<file path="src/rtl/i2c_pkg.sv">
// Shared definitions for the I2C register target.
//   i2c_state_t : protocol state machine encoding
//   ACK / NACK  : SDA levels of the acknowledge bit
//   addr_match  : compares the address byte (7-bit address + R/W) with a device address
package i2c_pkg;

    typedef enum logic [3:0] {
        IDLE,
        ADDR,
        ADDR_ACK,
        PTR,
        PTR_ACK,
        WDATA,
        WDATA_ACK,
        RDATA,
        RDATA_ACK,
        IGNORE
    } i2c_state_t;

    localparam logic ACK  = 1'b0;
    localparam logic NACK = 1'b1;

    // Bit 0 of the address byte is R/W; only bits [7:1] carry the address.
    function automatic logic addr_match(input logic [7:0] addr_byte,
                                        input logic [6:0] dev_addr);
        return addr_byte[7:1] == dev_addr;
    endfunction

endpackage

</file>
<file path="src/rtl/i2c_target_regs_if.sv">
// Pad and local-register bus bundle of the I2C register target.
//   I2C pads   : scl_pad_i/o, scl_padoen_o, sda_pad_i/o, sda_padoen_o (oen active low)
//   local bus  : loc_addr_i, loc_we_i, loc_wdata_i, loc_rdata_o (combinational read)
//   status     : i2c_wr_o / i2c_wr_addr_o (commit pulse + index), busy_o
// Modport slave is the target block, modport master is the surrounding system.
interface i2c_target_regs_if #(
    parameter int DEPTH = 16
);
    localparam int AW = $clog2(DEPTH);

    logic          scl_pad_i;
    logic          scl_pad_o;
    logic          scl_padoen_o;
    logic          sda_pad_i;
    logic          sda_pad_o;
    logic          sda_padoen_o;
    logic [AW-1:0] loc_addr_i;
    logic          loc_we_i;
    logic [7:0]    loc_wdata_i;
    logic [7:0]    loc_rdata_o;
    logic          i2c_wr_o;
    logic [AW-1:0] i2c_wr_addr_o;
    logic          busy_o;

    modport slave (
        input  scl_pad_i, sda_pad_i, loc_addr_i, loc_we_i, loc_wdata_i,
        output scl_pad_o, scl_padoen_o, sda_pad_o, sda_padoen_o,
        output loc_rdata_o, i2c_wr_o, i2c_wr_addr_o, busy_o
    );

    modport master (
        output scl_pad_i, sda_pad_i, loc_addr_i, loc_we_i, loc_wdata_i,
        input  scl_pad_o, scl_padoen_o, sda_pad_o, sda_padoen_o,
        input  loc_rdata_o, i2c_wr_o, i2c_wr_addr_o, busy_o
    );

endinterface

</file>
<file path="src/rtl/i2c_line_filter.sv">
// Two-flop synchroniser followed by a glitch filter for one I2C line.
//   clk_i, rst_i : block clock, asynchronous active-high reset (everything resets to 1)
//   line_i       : raw pad level
//   level_o      : filtered level
//   rise_o/fall_o: one-cycle pulses when the filtered level changes
// The filtered level only follows the synchronised input after FILTER_LEN
// consecutive samples disagree with it; any agreeing sample restarts the count.
module i2c_line_filter #(
    parameter int FILTER_LEN = 3
) (
    input  logic clk_i,
    input  logic rst_i,
    input  logic line_i,
    output logic level_o,
    output logic rise_o,
    output logic fall_o
);

    localparam int CW = (FILTER_LEN > 1) ? $clog2(FILTER_LEN) : 1;

    logic [1:0]    sync_reg;
    logic          filt_reg;
    logic          prev_reg;
    logic [CW-1:0] cnt_reg;

    always_ff @(posedge clk_i or posedge rst_i) begin
        if (rst_i) begin
            sync_reg <= 2'b11;
            filt_reg <= 1'b1;
            prev_reg <= 1'b1;
            cnt_reg  <= '0;
        end else begin
            sync_reg <= {sync_reg[0], line_i};
            prev_reg <= filt_reg;
            if (sync_reg[1] == filt_reg) begin
                cnt_reg <= '0;
            end else if (cnt_reg == CW'(FILTER_LEN - 1)) begin
                filt_reg <= sync_reg[1];
                cnt_reg  <= '0;
            end else begin
                cnt_reg <= cnt_reg + 1'b1;
            end
        end
    end

    assign level_o = filt_reg;
    assign rise_o  = filt_reg & ~prev_reg;
    assign fall_o  = ~filt_reg & prev_reg;

endmodule

</file>
<file path="src/rtl/i2c_target_regs.sv">
// I2C target exposing DEPTH 8-bit registers behind an auto-incrementing pointer.
//   clk_i, rst_i : block clock (>= 20x SCL), asynchronous active-high reset
//   bus (slave)  : I2C pads, local register port, commit pulse and busy flag
// Write transfer: address, pointer byte, then data bytes written at ptr++.
// Read transfer : bytes returned from ptr++ until the master NACKs.
// The pointer persists between transfers. SCL is never driven (no stretching).
module i2c_target_regs
    import i2c_pkg::*;
#(
    parameter logic [6:0] DEV_ADDR   = 7'h50,
    parameter int         DEPTH      = 16,
    parameter int         FILTER_LEN = 3
) (
    input  logic            clk_i,
    input  logic            rst_i,
    i2c_target_regs_if.slave bus
);

    localparam int   AW          = $clog2(DEPTH);
    localparam logic SDA_RELEASE = 1'b1;

    logic scl_lvl, scl_rise, scl_fall;
    logic sda_lvl, sda_rise, sda_fall;

    i2c_line_filter #(.FILTER_LEN(FILTER_LEN)) u_scl_filter (
        .clk_i   (clk_i),
        .rst_i   (rst_i),
        .line_i  (bus.scl_pad_i),
        .level_o (scl_lvl),
        .rise_o  (scl_rise),
        .fall_o  (scl_fall)
    );

    i2c_line_filter #(.FILTER_LEN(FILTER_LEN)) u_sda_filter (
        .clk_i   (clk_i),
        .rst_i   (rst_i),
        .line_i  (bus.sda_pad_i),
        .level_o (sda_lvl),
        .rise_o  (sda_rise),
        .fall_o  (sda_fall)
    );

    i2c_state_t    state_reg;
    logic [3:0]    bit_cnt_reg;
    logic [7:0]    shift_reg;
    logic [AW-1:0] ptr_reg;
    logic          sda_oen_reg;
    logic          ack_on_reg;   // ACK states: first SCL fall already drove the ACK bit
    logic          rw_reg;
    logic          busy_reg;
    logic          wr_reg;
    logic [AW-1:0] wr_addr_reg;
    logic [7:0]    mem_reg [DEPTH];

    logic          start_det;
    logic          stop_det;
    logic [7:0]    rx_byte;
    logic          commit_en;

    assign start_det = sda_fall & scl_lvl;
    assign stop_det  = sda_rise & scl_lvl;

    // Byte as it stands including the bit sampled on this SCL rise.
    assign rx_byte   = {shift_reg[6:0], sda_lvl};

    assign commit_en = (state_reg == WDATA) && scl_rise && (bit_cnt_reg == 4'd7)
                       && !start_det && !stop_det;

    // Register file: an I2C commit to the same index overrides a local write.
    for (genvar gi = 0; gi < DEPTH; gi++) begin : g_reg
        always_ff @(posedge clk_i or posedge rst_i) begin
            if (rst_i) begin
                mem_reg[gi] <= 8'h00;
            end else if (commit_en && (ptr_reg == AW'(gi))) begin
                mem_reg[gi] <= rx_byte;
            end else if (bus.loc_we_i && (bus.loc_addr_i == AW'(gi))) begin
                mem_reg[gi] <= bus.loc_wdata_i;
            end
        end
    end

    always_ff @(posedge clk_i or posedge rst_i) begin
        if (rst_i) begin
            state_reg   <= IDLE;
            bit_cnt_reg <= '0;
            shift_reg   <= '0;
            ptr_reg     <= '0;
            sda_oen_reg <= SDA_RELEASE;
            ack_on_reg  <= 1'b0;
            rw_reg      <= 1'b0;
            busy_reg    <= 1'b0;
            wr_reg      <= 1'b0;
            wr_addr_reg <= '0;
        end else begin
            wr_reg <= 1'b0;
            if (stop_det) begin
                state_reg   <= IDLE;
                sda_oen_reg <= SDA_RELEASE;
                busy_reg    <= 1'b0;
            end else if (start_det) begin
                state_reg   <= ADDR;
                bit_cnt_reg <= '0;
                sda_oen_reg <= SDA_RELEASE;
                busy_reg    <= 1'b1;
            end else begin
                case (state_reg)
                    ADDR: begin
                        if (scl_rise) begin
                            shift_reg <= rx_byte;
                            if (bit_cnt_reg == 4'd7) begin
                                bit_cnt_reg <= '0;
                                ack_on_reg  <= 1'b0;
                                if (addr_match(rx_byte, DEV_ADDR)) begin
                                    rw_reg    <= rx_byte[0];
                                    state_reg <= ADDR_ACK;
                                end else begin
                                    state_reg <= IGNORE;
                                end
                            end else begin
                                bit_cnt_reg <= bit_cnt_reg + 1'b1;
                            end
                        end
                    end

                    // First fall drives ACK, second fall (end of 9th clock) moves on.
                    ADDR_ACK: begin
                        if (scl_fall) begin
                            if (!ack_on_reg) begin
                                sda_oen_reg <= ACK;
                                ack_on_reg  <= 1'b1;
                            end else if (rw_reg) begin
                                shift_reg   <= mem_reg[ptr_reg];
                                sda_oen_reg <= mem_reg[ptr_reg][7];
                                bit_cnt_reg <= '0;
                                state_reg   <= RDATA;
                            end else begin
                                sda_oen_reg <= SDA_RELEASE;
                                bit_cnt_reg <= '0;
                                state_reg   <= PTR;
                            end
                        end
                    end

                    PTR: begin
                        if (scl_rise) begin
                            shift_reg <= rx_byte;
                            if (bit_cnt_reg == 4'd7) begin
                                ptr_reg     <= rx_byte[AW-1:0];
                                bit_cnt_reg <= '0;
                                ack_on_reg  <= 1'b0;
                                state_reg   <= PTR_ACK;
                            end else begin
                                bit_cnt_reg <= bit_cnt_reg + 1'b1;
                            end
                        end
                    end

                    PTR_ACK, WDATA_ACK: begin
                        if (scl_fall) begin
                            if (!ack_on_reg) begin
                                sda_oen_reg <= ACK;
                                ack_on_reg  <= 1'b1;
                            end else begin
                                sda_oen_reg <= SDA_RELEASE;
                                bit_cnt_reg <= '0;
                                state_reg   <= WDATA;
                            end
                        end
                    end

                    WDATA: begin
                        if (scl_rise) begin
                            shift_reg <= rx_byte;
                            if (bit_cnt_reg == 4'd7) begin
                                wr_reg      <= 1'b1;
                                wr_addr_reg <= ptr_reg;
                                ptr_reg     <= ptr_reg + 1'b1;
                                bit_cnt_reg <= '0;
                                ack_on_reg  <= 1'b0;
                                state_reg   <= WDATA_ACK;
                            end else begin
                                bit_cnt_reg <= bit_cnt_reg + 1'b1;
                            end
                        end
                    end

                    // The MSB was driven on entry; bit_cnt counts rises the master has seen.
                    RDATA: begin
                        if (scl_rise) begin
                            bit_cnt_reg <= bit_cnt_reg + 1'b1;
                        end else if (scl_fall) begin
                            if (bit_cnt_reg == 4'd8) begin
                                sda_oen_reg <= SDA_RELEASE;
                                ptr_reg     <= ptr_reg + 1'b1;
                                ack_on_reg  <= 1'b0;
                                state_reg   <= RDATA_ACK;
                            end else begin
                                shift_reg   <= {shift_reg[6:0], 1'b0};
                                sda_oen_reg <= shift_reg[6];
                            end
                        end
                    end

                    RDATA_ACK: begin
                        if (scl_rise) begin
                            if (sda_lvl == NACK) begin
                                state_reg <= IGNORE;
                            end else begin
                                ack_on_reg <= 1'b1;
                            end
                        end else if (scl_fall && ack_on_reg) begin
                            shift_reg   <= mem_reg[ptr_reg];
                            sda_oen_reg <= mem_reg[ptr_reg][7];
                            bit_cnt_reg <= '0;
                            state_reg   <= RDATA;
                        end
                    end

                    // IDLE and IGNORE keep SDA released until START or STOP.
                    default: begin
                        sda_oen_reg <= SDA_RELEASE;
                    end
                endcase
            end
        end
    end

    assign bus.scl_pad_o     = 1'b0;
    assign bus.scl_padoen_o  = 1'b1;
    assign bus.sda_pad_o     = 1'b0;
    assign bus.sda_padoen_o  = sda_oen_reg;
    assign bus.loc_rdata_o   = mem_reg[bus.loc_addr_i];
    assign bus.i2c_wr_o      = wr_reg;
    assign bus.i2c_wr_addr_o = wr_addr_reg;
    assign bus.busy_o        = busy_reg;

endmodule

</file>
<file path="src/flat_wrapper.sv">
// flat-port wrapper written by rule: the top's interface ports become plain ports
module i2c_target_regs_flat import i2c_pkg::*;
#(
    parameter logic [6:0] DEV_ADDR   = 7'h50,
    parameter int         DEPTH      = 16,
    parameter int         FILTER_LEN = 3
)
  (clk_i, rst_i, bus_scl_pad_i, bus_sda_pad_i, bus_loc_addr_i, bus_loc_we_i, bus_loc_wdata_i, bus_scl_pad_o, bus_scl_padoen_o, bus_sda_pad_o, bus_sda_padoen_o, bus_loc_rdata_o, bus_i2c_wr_o, bus_i2c_wr_addr_o, bus_busy_o);
  i2c_target_regs_if #(.DEPTH(DEPTH)) bus_i ();
  input  logic clk_i;
  input  logic rst_i;
  input wire logic [$bits(bus_i.scl_pad_i)-1:0] bus_scl_pad_i;
  input wire logic [$bits(bus_i.sda_pad_i)-1:0] bus_sda_pad_i;
  input wire logic [$bits(bus_i.loc_addr_i)-1:0] bus_loc_addr_i;
  input wire logic [$bits(bus_i.loc_we_i)-1:0] bus_loc_we_i;
  input wire logic [$bits(bus_i.loc_wdata_i)-1:0] bus_loc_wdata_i;
  output wire logic [$bits(bus_i.scl_pad_o)-1:0] bus_scl_pad_o;
  output wire logic [$bits(bus_i.scl_padoen_o)-1:0] bus_scl_padoen_o;
  output wire logic [$bits(bus_i.sda_pad_o)-1:0] bus_sda_pad_o;
  output wire logic [$bits(bus_i.sda_padoen_o)-1:0] bus_sda_padoen_o;
  output wire logic [$bits(bus_i.loc_rdata_o)-1:0] bus_loc_rdata_o;
  output wire logic [$bits(bus_i.i2c_wr_o)-1:0] bus_i2c_wr_o;
  output wire logic [$bits(bus_i.i2c_wr_addr_o)-1:0] bus_i2c_wr_addr_o;
  output wire logic [$bits(bus_i.busy_o)-1:0] bus_busy_o;
  assign bus_i.scl_pad_i = bus_scl_pad_i;
  assign bus_i.sda_pad_i = bus_sda_pad_i;
  assign bus_i.loc_addr_i = bus_loc_addr_i;
  assign bus_i.loc_we_i = bus_loc_we_i;
  assign bus_i.loc_wdata_i = bus_loc_wdata_i;
  assign bus_scl_pad_o = bus_i.scl_pad_o;
  assign bus_scl_padoen_o = bus_i.scl_padoen_o;
  assign bus_sda_pad_o = bus_i.sda_pad_o;
  assign bus_sda_padoen_o = bus_i.sda_padoen_o;
  assign bus_loc_rdata_o = bus_i.loc_rdata_o;
  assign bus_i2c_wr_o = bus_i.i2c_wr_o;
  assign bus_i2c_wr_addr_o = bus_i.i2c_wr_addr_o;
  assign bus_busy_o = bus_i.busy_o;
  i2c_target_regs #(.DEV_ADDR(DEV_ADDR), .DEPTH(DEPTH), .FILTER_LEN(FILTER_LEN)) u_core (.clk_i(clk_i), .rst_i(rst_i), .bus(bus_i));
endmodule
</file>
<file path="config.mk">
export PLATFORM = sky130hd
export DESIGN_NAME = i2c_target_regs_flat
export DESIGN_NICKNAME = d
export VERILOG_FILES = /design/src/rtl/i2c_pkg.sv /design/src/rtl/i2c_target_regs_if.sv /design/src/rtl/i2c_line_filter.sv /design/src/rtl/i2c_target_regs.sv /design/src/flat_wrapper.sv
export SDC_FILE = /design/constraint.sdc
export NUM_CORES = 1
export LEC_CHECK = 0
export ABC_AREA = 1
export BUFFER_PORTS_ARGS = -buffer_cell sky130_fd_sc_hd__clkbuf_2
export CAP_MARGIN = 5
export CORE_UTILIZATION = 35
export DETAILED_ROUTE_END_ITERATION = 16
export GPL_ROUTABILITY_DRIVEN = 1
export PLACE_DENSITY = 0.52
export REMOVE_ABC_BUFFERS = 1
export SKIP_CTS_REPAIR_TIMING = 1
export SYNTH_ARGS = -nofsm -noshare
export SYNTH_HDL_FRONTEND = slang
export SYNTH_SLANG_ARGS = --single-unit
</file>
<file path="constraint.sdc">
create_clock -name clk_i -period 10.55 [get_ports clk_i]
set_clock_uncertainty 0.1 [all_clocks]
set_input_delay 1.055 -clock clk_i [delete_from_list [all_inputs] [get_ports clk_i]]
set_output_delay 1.055 -clock clk_i [all_outputs]
set_load 0.01 [all_outputs]
</file>
==> results of run 1 <==
==> worst max-delay path, stage by stage <==
cell and delay, ns:
clkbuf_2 0.11, nand2_1 0.56, inv_1 0.42, a22oi_1 0.30, o221ai_1 0.14, nand2_1 0.11
nand4_1 0.20, clkbuf_2 0.21
==> kinds of logic after synthesis <==
family,after synthesis,synth area share
flip-flops,168,0.396
other,2,0.000706
AO/OA/AOI/OAI,338,0.204
adder cells (fa/ha/maj),6,0.00706
AND/OR/NAND/NOR,684,0.288
XOR/XNOR,5,0.00412
buffers and inverters,271,0.100
==> worst paths after layout <==
kind                                                 startpoint  cells past startpoint                               to  slack (ns)
worst max-delay path                          bus_loc_addr_i[0]                      8               bus_loc_rdata_o[4]        6.28
worst max register to register      u_core.u_sda_filter.level_o                     10               u_core.mem_reg[22]        7.15
min in group asynchronous                                 rst_i                      2               u_core.mem_reg[78]        0.70
worst min-delay path            u_core.u_sda_filter.sync_reg[0]                      0  u_core.u_sda_filter.sync_reg[1]        0.26
max in group asynchronous                                 rst_i                      3                u_core.ptr_reg[0]        8.06
worst min register to register  u_core.u_sda_filter.sync_reg[0]                      0  u_core.u_sda_filter.sync_reg[1]        0.26
==> routing by layer <==
| metal | track usage | vias up | wire length [um] |
|---|---|---|---|
| li1 | - | 4923 | - |
| met1 | 0.409 | 5182 | 18800 |
| met2 | 0.415 | 585 | 18200 |
| met3 | 0.0547 | 102 | 4180 |
| met4 | 0.115 | 0 | 1650 |
| met5 | 0 | - | 0 |
==> cell type report <==
type                    count  area (um^2)  area share
clock buffers              18          429      0.0370
clock inverters            14          156      0.0135
inverters                 190          718      0.0620
multi-input cells        1036         5370       0.463
flip-flops and latches    168         4220       0.364
well taps                 390          488      0.0421
repair buffers             38          208      0.0179
==> power by group through the flow <==
stage | Sequential, mW | Clock [mW] | Combinational [mW]
floorplan | 0.994 | 0 | 0.780
global placement | 1.09 | 0 | 1.24
detailed placement | 1.08 | 0 | 1.24
CTS | 1.07 | 0.660 | 1.24
global route | 1.10 | 0.681 | 1.40
finish | 1.09 | 0.646 | 1.27
==> placed cells by master, fill, tap and decap left out, types with 7 or more instances in the layout <==
| cell | n |
|---|---|
| inv_2 | 19 |
| nand3_1 | 201 |
| nand2_4 | 10 |
| o21ai_0 | 96 |
| clkbuf_2 | 31 |
| a22oi_1 | 13 |
| dfstp_2 | 9 |
| a21oi_1 | 55 |
| dfrtp_1 | 157 |
| nor2_4 | 7 |
| nand2_2 | 15 |
| buf_4 | 7 |
| nand2_1 | 348 |
| nor2_1 | 77 |
| o221ai_1 | 12 |
| o211ai_1 | 131 |
| o22ai_1 | 19 |
| clkbuf_16 | 17 |
| inv_1 | 170 |
| nand4_1 | 12 |
==> metrics by stage <==
| stage | hold slack [ns] | instance area, um^2 | power (mW) |
|---|---|---|---|
| floorplan | 0.245 | 10300 | 1.77 |
| global placement | 0.248 | 11000 | 2.33 |
| detailed placement | 0.249 | 11000 | 2.32 |
| CTS | 0.259 | 11600 | 2.97 |
| global route | 0.264 | 11600 | 3.18 |
| finish | 0.257 | 11600 | 3.00 |
==> flow_metrics.py, run 1 <==
metrics = {
    "status": {
        "status": "completed",
    },
    "sta": {
        "fin_crit_ns": 4.27,
        "setup-tns-final_ns": 0,
        "setup_viol_count_final": 0,
        "setup_slack_ns": 6.28,
        "fin_crit_sh": 0.405,
        "fmax_mhz": 234,
        "hold_violations": 0,
        "worst_slew_pin_slew_ns": 1.24,
        "slew_violations": 0,
        "slew_headroom": 0.169,
        "rsz0062_at_grt": "false",
    },
    "job": {
        "max_cap_violations": 0,
    },
    "pwr": {
        "seqPwrFrac": 0.363,
        "pwr-share-comb": 0.421,
        "clockPowerShare": 0.215,
        "ir_drop_mv": 0.150,
        "intPower_mw": 1.52,
        "p_leak_nw": 5.28,
        "powerDensity_nw_per_um2": 259,
        "p_switching_mw": 1.49,
        "swShare": 0.495,
    },
    "synth": {
        "synth_area_leaders": "dfrtp_1 37%, nand2_1 12%, nand3_1 9.5%, o211ai_1 9.2%, inv_1 6.0%",
        "ys_types": 38,
        "netlist_top_cells_count": "348 x nand2_1, 201 x nand3_1, 171 x inv_1, 159 x dfrtp_1, 131 x o211ai_1",
        "syn_area_per_cell_um2": 7.22,
        "ys_seq_area_frac": 0.396,
        "yosys_warnings": 0,
        "synth_area_leader_cell": "dfrtp_1",
        "synthFlopType": "dfrtp_1",
        "synth_most_common_cell": "nand2_1",
        "syn_inst": 1474,
        "yosys.area.top_type_share": 0.374,
        "async_reset_ff_frac": 1.00,
        "synth_area_um2": 10600,
        "synth_edf_count": 0,
        "ys_ff_latch": 168,
    },
    "detailed_routing": {
        "detail-route-antenna-nets": 0,
        "drt_iter0_drc": 1313,
        "drt-total-wl_um": 42800,
        "num_vias": 10792,
        "drtPass1Iterations": 8,
        "wl_per_cell_um": 23.1,
        "drc_errors": 0,
        "routed_via_density": 5.82,
    },
    "layout": {
        "fin_cells": 1854,
        "post-route-util": 0.389,
        "nFillCells": 3110,
        "fin_nets": 1474,
        "area_growth_pct": 8.88,
        "largest_reg_flops": 128,
        "antenna_cells": 0,
        "drive_above_1_share": 0.0990,
    },
    "place": {
        "portBuffers": 31,
        "placedCellCount": 1822,
        "dp_slack_ns": 6.37,
        "gp_congestion": 0.950,
        "dp_hpwl_um": 28900,
    },
    "clocking": {
        "worstSkewPairLatency_ns": 0.46,
        "clock-root-buffer": "clkbuf_16",
        "htreeDepth": 4,
        "cts.sink_count": 168,
        "clkTransAtPathRegs_ns": 0.07,
        "cts_made_buffers": 17,
        "cts_max_path_buffers": 2,
        "cts_tree": "done",
    },
    "grt": {
        "grt_usage": 0.284,
        "antenna_found_initial": 0,
        "grt_first_pass_wirelength_um": 64700,
        "grt_pass1_vias": 9969,
        "grt_max_degree": 99,
        "overflow": 0,
    },
    "floorplan": {
        "num_rows": 63,
        "io_pins": 35,
        "core_um2": 29800,
        "dieArea_um2": 31100,
        "initial_core_util": 0.357,
        "chipWidth_um": 176,
        "fp.dieH_um": 176,
    },
    "setup_path": {
        "cp-end-kind": "output pin",
        "cp.arrival_ns": 3.12,
        "crit_fanout": 22,
        "cp-start-kind": "input pin",
        "required_ns": 9.40,
        "crit_type": "input pin to output pin",
    },
    "min_path": {
        "hp-class": "register to register",
    },
}
Note: power is estimated with default switching activity, not from simulation.
==> run 2, diff against run 1 <==
- ABC_AREA: 1 -> 0
- PLACE_DENSITY: 0.52 -> 0.54
- clock period: 10.55 -> 3.4 ns (I/O delays scaled with it)
==> run 2 against run 1 <==
  * Combinational power rose by 130%
  * Register-to-register slack worse by 6.3 ns
  * Design area is 0.60% higher
  * Highest routed layer unchanged
==> flow_metrics.py, run 2 <==
metrics = {
    "sta": {
        "slew_violations": 0,
        "rsz0062_at_grt": "false",
        "fin_crit_sh": 0.754,
        "fin_crit_ns": 2.56,
        "hold_violations": 0,
        "worst_slew_pin_slew_ns": 0.948,
        "fmax_mhz": 390,
        "setup_viol_count_final": 0,
        "slew_headroom": 0.368,
    },
    "layout": {
        "layout_common_cells": "160 x nor2_1, 157 x dfrtp_1, 145 x a21oi_1",
        "nFillCells": 2817,
        "largest_reg_flops": 128,
        "post-route-util": 0.401,
        "fin_nets": 1010,
        "antenna_cells": 0,
        "multi_input_area_um2": 5790,
        "area_growth_pct": 11.4,
        "drive_above_1_share": 0.229,
        "fin_cells": 1383,
        "design_area_um2": 11700,
        "regArea_um2": 4220,
        "final_common_cell": "nor2_1",
    },
    "clocking": {
        "cts_tree": "done",
        "clock-root-buffer": "clkbuf_16",
        "cts_max_path_buffers": 2,
        "htreeDepth": 4,
        "cts.sink_count": 168,
        "cts_made_buffers": 17,
        "clkTransAtPathRegs_ns": 0.06,
        "worstSkewPairLatency_ns": 0.44,
    },
    "floorplan": {
        "chipWidth_um": 175,
        "io_pins": 35,
        "initial_core_util": 0.360,
        "dieArea_um2": 30600,
        "fp.dieH_um": 175,
        "num_rows": 62,
        "core_um2": 29100,
    },
    "place": {
        "dp_hpwl_um": 21900,
        "gp_congestion": 0.878,
        "placed_area_um2": 11000,
        "placedCellCount": 1349,
        "portBuffers": 31,
    },
    "synth": {
        "ys_seq_area_frac": 0.403,
        "synthFlopType": "dfrtp_1",
        "synth_area_leaders": "dfrtp_1 38%, mux4_2 14%, mux2i_1 13%, a21oi_1 6.9%, nor2_1 5.7%",
        "synth_most_common_cell": "nor2_1",
        "syn_area_per_cell_um2": 10.6,
        "netlist_top_cells_count": "160 x nor2_1, 159 x dfrtp_1, 145 x a21oi_1, 132 x mux2i_1, 66 x mux4_2",
        "synth_edf_count": 0,
        "ys_ff_latch": 168,
        "synth_area_leader_cell": "dfrtp_1",
        "ys_types": 66,
        "syn_inst": 983,
        "yosys_warnings": 0,
        "yosys.area.top_type_share": 0.380,
        "async_reset_ff_frac": 1.00,
        "synth_area_um2": 10500,
    },
    "grt": {
        "grt_usage": 0.226,
        "grt_first_pass_wirelength_um": 50900,
        "grt_pass1_vias": 7723,
        "grt_max_degree": 62,
        "antenna_found_initial": 0,
        "overflow": 0,
    },
    "pwr": {
        "swShare": 0.380,
        "seqPwrFrac": 0.388,
        "powerDensity_nw_per_um2": 695,
        "pwr-share-comb": 0.366,
        "totalPowerFinal_mw": 8.09,
        "p_switching_mw": 3.08,
        "p_leak_nw": 4.62,
        "intPower_mw": 5.02,
        "clockPowerShare": 0.246,
        "ir_drop_mv": 0.390,
    },
    "setup_path": {
        "required_ns": 2.96,
        "cp.arrival_ns": 2.12,
        "crit_type": "input pin to output pin",
        "ff2ff_setup_slack_ns": 0.84,
        "cp-end-kind": "output pin",
        "cp-start-kind": "input pin",
        "crit_fanout": 13,
    },
    "detailed_routing": {
        "drt-total-wl_um": 33400,
        "detail-route-antenna-nets": 0,
        "num_vias": 8046,
        "drtPass1Iterations": 5,
        "routed_via_density": 5.82,
        "drc_errors": 0,
        "drt_iter0_drc": 752,
        "wl_per_cell_um": 24.1,
    },
    "min_path": {
        "hp-class": "register to register",
    },
    "job": {
        "max_cap_violations": 0,
    },
    "status": {
        "status": "completed",
    },
}
==> run 2: changes by cell type in the layout (fill, tap and decap cells not counted), moves of 83 or more <==
cell,delta
nand2_1,-326
nand3_1,-190
inv_1,-159
mux2i_1,+132
o211ai_1,-126
a21oi_1,+90
nor2_1,+83
==> run 2: power by group through the flow <==
stage	Clock [mW]	Combinational (mW)	Sequential, mW
6_report	1.99	2.97	3.14
3_5_place_dp	0	2.94	3.15
4_1_cts	2.03	2.94	3.12
3_3_place_gp	0	2.93	3.15
5_1_grt	2.11	3.20	3.21
2_1_floorplan	0	1.84	3.12
==> run 2: logic make-up after synthesis <==
family	Yosys count	synth area share
AOI/OAI and AO/OA	217	0.125
xor gates and xnor gates	3	0.00251
adders and majority gates	6	0.00718
buffers and inverters	103	0.0456
DFF	168	0.403
muxes	224	0.296
other	2	0.000718
and+or+nand+nor	260	0.120
==> run 2: layout make-up <==
cell class | instances | share of cell area
Tap cell | 384 | 0.0412
Inverter | 12 | 0.00429
Clock inverter | 9 | 0.00988
Clock buffer | 22 | 0.0407
Multi-Input combinational cell | 713 | 0.497
Sequential cell | 168 | 0.362
Timing Repair Buffer | 75 | 0.0455
==> run 2: final timing paths <==
| path | end | start | cells after the start |
|---|---|---|---|
| hold / removal | u_core.u_sda_filter.sync_reg[1] | u_core.u_sda_filter.sync_reg[0] | 0 |
| min in group asynchronous | u_core.mem_reg[23] | rst_i | 3 |
| hold reg to reg | u_core.u_sda_filter.sync_reg[1] | u_core.u_sda_filter.sync_reg[0] | 0 |
| setup / recovery | bus_loc_rdata_o[5] | bus_loc_addr_i[1] | 5 |
| max in group asynchronous | u_core.ptr_reg[0] | rst_i | 4 |
| setup reg to reg | u_core.shift_reg[0] | u_core.ptr_reg[0] | 5 |
==> run 2: stage by stage <==
stage                     setup TNS [ns]  hold slack (ns)  setup slack [ns]
final                                  0            0.256             0.837
after global routing                   0            0.264             0.665
after CTS                              0           -0.233             0.808
after detailed placement               0            0.230             0.811
after global placement                 0            0.227             0.813
after floorplan                  -296.75            0.244             -1.57
==> run 2: per-layer routing <==
metal  up-vias  GRT usage  wire length [um]
met2       323      0.344             15200
met3        65     0.0392              2520
li1       3619          -                 -
met5         -          0                 0
met4         0     0.0768               972
met1      4039      0.324             14700
==> run 2: worst max-delay path, stage by stage <==
cell and delay, ns:
clkbuf_2 0.29, buf_4 0.32, mux4_2 0.53, mux4_2 0.49
clkbuf_2 0.15
==> run 3, diff against run 2 <==
- clock period: 3.4 -> 2.1 ns (I/O delays scaled with it)
==> run 3 against run 2 <==
  * The run now ends with setup timing left
  * Critical path depth decreased by 2
  * Sequential share of layout area fell by 7.3 points
  * Combinational power increased by 130%
  * Non-clock buffer count is 120 higher
  * Design area is 25% higher
  * Clock power is 71% higher
  * Cell count increased by 8.7%
  * Sequential cell count unchanged
  * Clock-buffer cell count is 4 lower
  * Worst hold slack got worse by 0.028 ns
  * Largest power group is now combinational logic
==> flow_metrics.py, run 3 (synthesized netlist as in run 2, its figures left out) <==
metrics = {
    "setup_path": {
        "cp.arrival_ns": 2.06,
        "cpPeakStageDelay_ns": 0.54,
        "crit_fanout": 3,
        "crit_type": "register to output pin",
        "slowest_stage": "mux4_2",
        "cp-start-kind": "register",
        "cp-end-kind": "output pin",
        "required_ns": 1.79,
        "path_buf_inv": 1,
        "crit_top_cell": "mux4_2",
        "crit_family": "multiplexers",
        "path_cells": "mux4_2 > mux4_2 > clkbuf_2",
    },
    "place": {
        "gp_congestion": 0.849,
        "dp_hpwl_um": 23400,
        "portBuffers": 31,
        "dp_slack_ns": -0.0863,
    },
    "detailed_routing": {
        "routed_via_density": 5.87,
        "drt-total-wl_um": 36600,
        "drtPass1Iterations": 5,
        "detail-route-antenna-nets": 0,
        "drc_errors": 0,
        "num_vias": 8823,
        "drt_iter0_drc": 641,
        "wl_per_cell_um": 24.3,
    },
    "grt": {
        "grt_pass1_vias": 7930,
        "antenna_found_initial": 0,
        "grt_first_pass_wirelength_um": 49900,
        "grt_usage": 0.219,
        "grt_max_degree": 52,
        "overflow": 0,
    },
    "pwr": {
        "p_switching_mw": 6.14,
        "ir_drop_mv": 0.580,
        "swShare": 0.401,
        "powerDensity_nw_per_um2": 1050,
        "p_leak_nw": 5.56,
        "intPower_mw": 9.16,
        "clockPowerShare": 0.223,
        "totalPowerFinal_mw": 15.3,
        "seqPwrFrac": 0.323,
        "pwr-share-comb": 0.455,
    },
    "sta": {
        "setup_viol_count_final": 123,
        "fin_crit_ns": 2.37,
        "worst_slew_pin_slew_ns": 0.666,
        "fmax_mhz": 421,
        "fin_crit_sh": 1.13,
        "setup-tns-final_ns": -5.41,
        "rsz0062_at_grt": "true",
        "hold_violations": 0,
        "slew_headroom": 0.556,
        "slew_violations": 0,
        "setup_slack_ns": -0.273,
    },
    "floorplan": {
        "chipWidth_um": 175,
        "io_pins": 35,
        "initial_core_util": 0.360,
        "core_um2": 29100,
        "fp.dieH_um": 175,
        "num_rows": 62,
        "dieArea_um2": 30600,
    },
    "layout": {
        "regArea_um2": 4220,
        "drive_above_1_share": 0.496,
        "fin_nets": 1130,
        "multi_input_area_um2": 7150,
        "antenna_cells": 0,
        "nFillCells": 2497,
        "area_growth_pct": 39.6,
        "largest_reg_flops": 128,
        "layout_common_cells": "154 x dfrtp_1, 132 x mux2i_1, 107 x nor2_4",
        "final_common_cell": "dfrtp_1",
    },
    "status": {
        "status": "complete, but fails checks",
        "failed_checks": "setup timing",
    },
    "clocking": {
        "cts_max_path_buffers": 2,
        "worstSkewPairLatency_ns": 0.44,
        "cts.sink_count": 168,
        "clock-root-buffer": "clkbuf_16",
        "clkTransAtPathRegs_ns": 0.07,
        "cts_tree": "done",
        "htreeDepth": 4,
        "cts_made_buffers": 17,
    },
    "job": {
        "max_cap_violations": 0,
    },
    "min_path": {
        "hp-class": "input pin to async pin",
    },
}
[run 3: layer usage]
metal / wire, um / share of wire / GRT usage
met5: 0 / 0 / 0
met4: 895 / 0.024 / 0.0663
met3: 2240 / 0.061 / 0.0463
met2: 17700 / 0.48 / 0.339
met1: 15700 / 0.43 / 0.307
[run 3: tightest hold or removal path, stage by stage]
cell and delay [ns]:
dlygate4sd3_1 0.53, clkbuf_2 0.14, inv_6 0.30
[run 3: worst paths after layout]
kind,to,start,slack (ns),depth (start not counted)
hold / removal,u_core.mem_reg[73],rst_i,0.23,3
setup reg to reg,u_core.mem_reg[127],u_core.u_scl_filter.level_o,-0.07,9
setup / recovery,bus_loc_rdata_o[4],u_core.mem_reg[4],-0.27,3
hold reg to reg,u_core.u_scl_filter.sync_reg[1],u_core.u_scl_filter.sync_reg[0],0.25,0
max in group asynchronous,u_core.u_sda_filter.sync_reg[1],rst_i,1.03,4
min in group clk_i,u_core.u_scl_filter.sync_reg[1],u_core.u_scl_filter.sync_reg[0],0.25,0
[run 3: power by group through the flow]
stage	logic, mW	registers [mW]	clock network, mW
final	6.96	4.93	3.40
after floorplan	2.99	5.05	0
after CTS	5.54	4.86	3.47
after detailed placement	5.52	4.91	0
after global routing	7.38	5.02	3.58
after global placement	5.47	4.89	0
[run 3: stage by stage]
| stage | std cells | hold slack, ns | cell area, um^2 | utilization |
|---|---|---|---|---|
| floorplan | 893 | 0.114 | 10000 | - |
| global placement | 1441 | 0.139 | 12000 | 0.411 |
| detailed placement | 1441 | 0.148 | 12000 | 0.411 |
| CTS | 1473 | -0.317 | 12600 | 0.433 |
| global route | 1504 | 0.254 | 14600 | 0.502 |
| finish | 1504 | 0.228 | 14600 | 0.502 |
[run 3: cell type report]
class | instances | area share
Clock buffer | 18 | 0.0301
Tap cell | 384 | 0.0329
Sequential cell | 168 | 0.289
Inverter | 12 | 0.00343
Clock inverter | 14 | 0.0128
Multi-Input combinational cell | 713 | 0.490
Timing Repair Buffer | 195 | 0.142
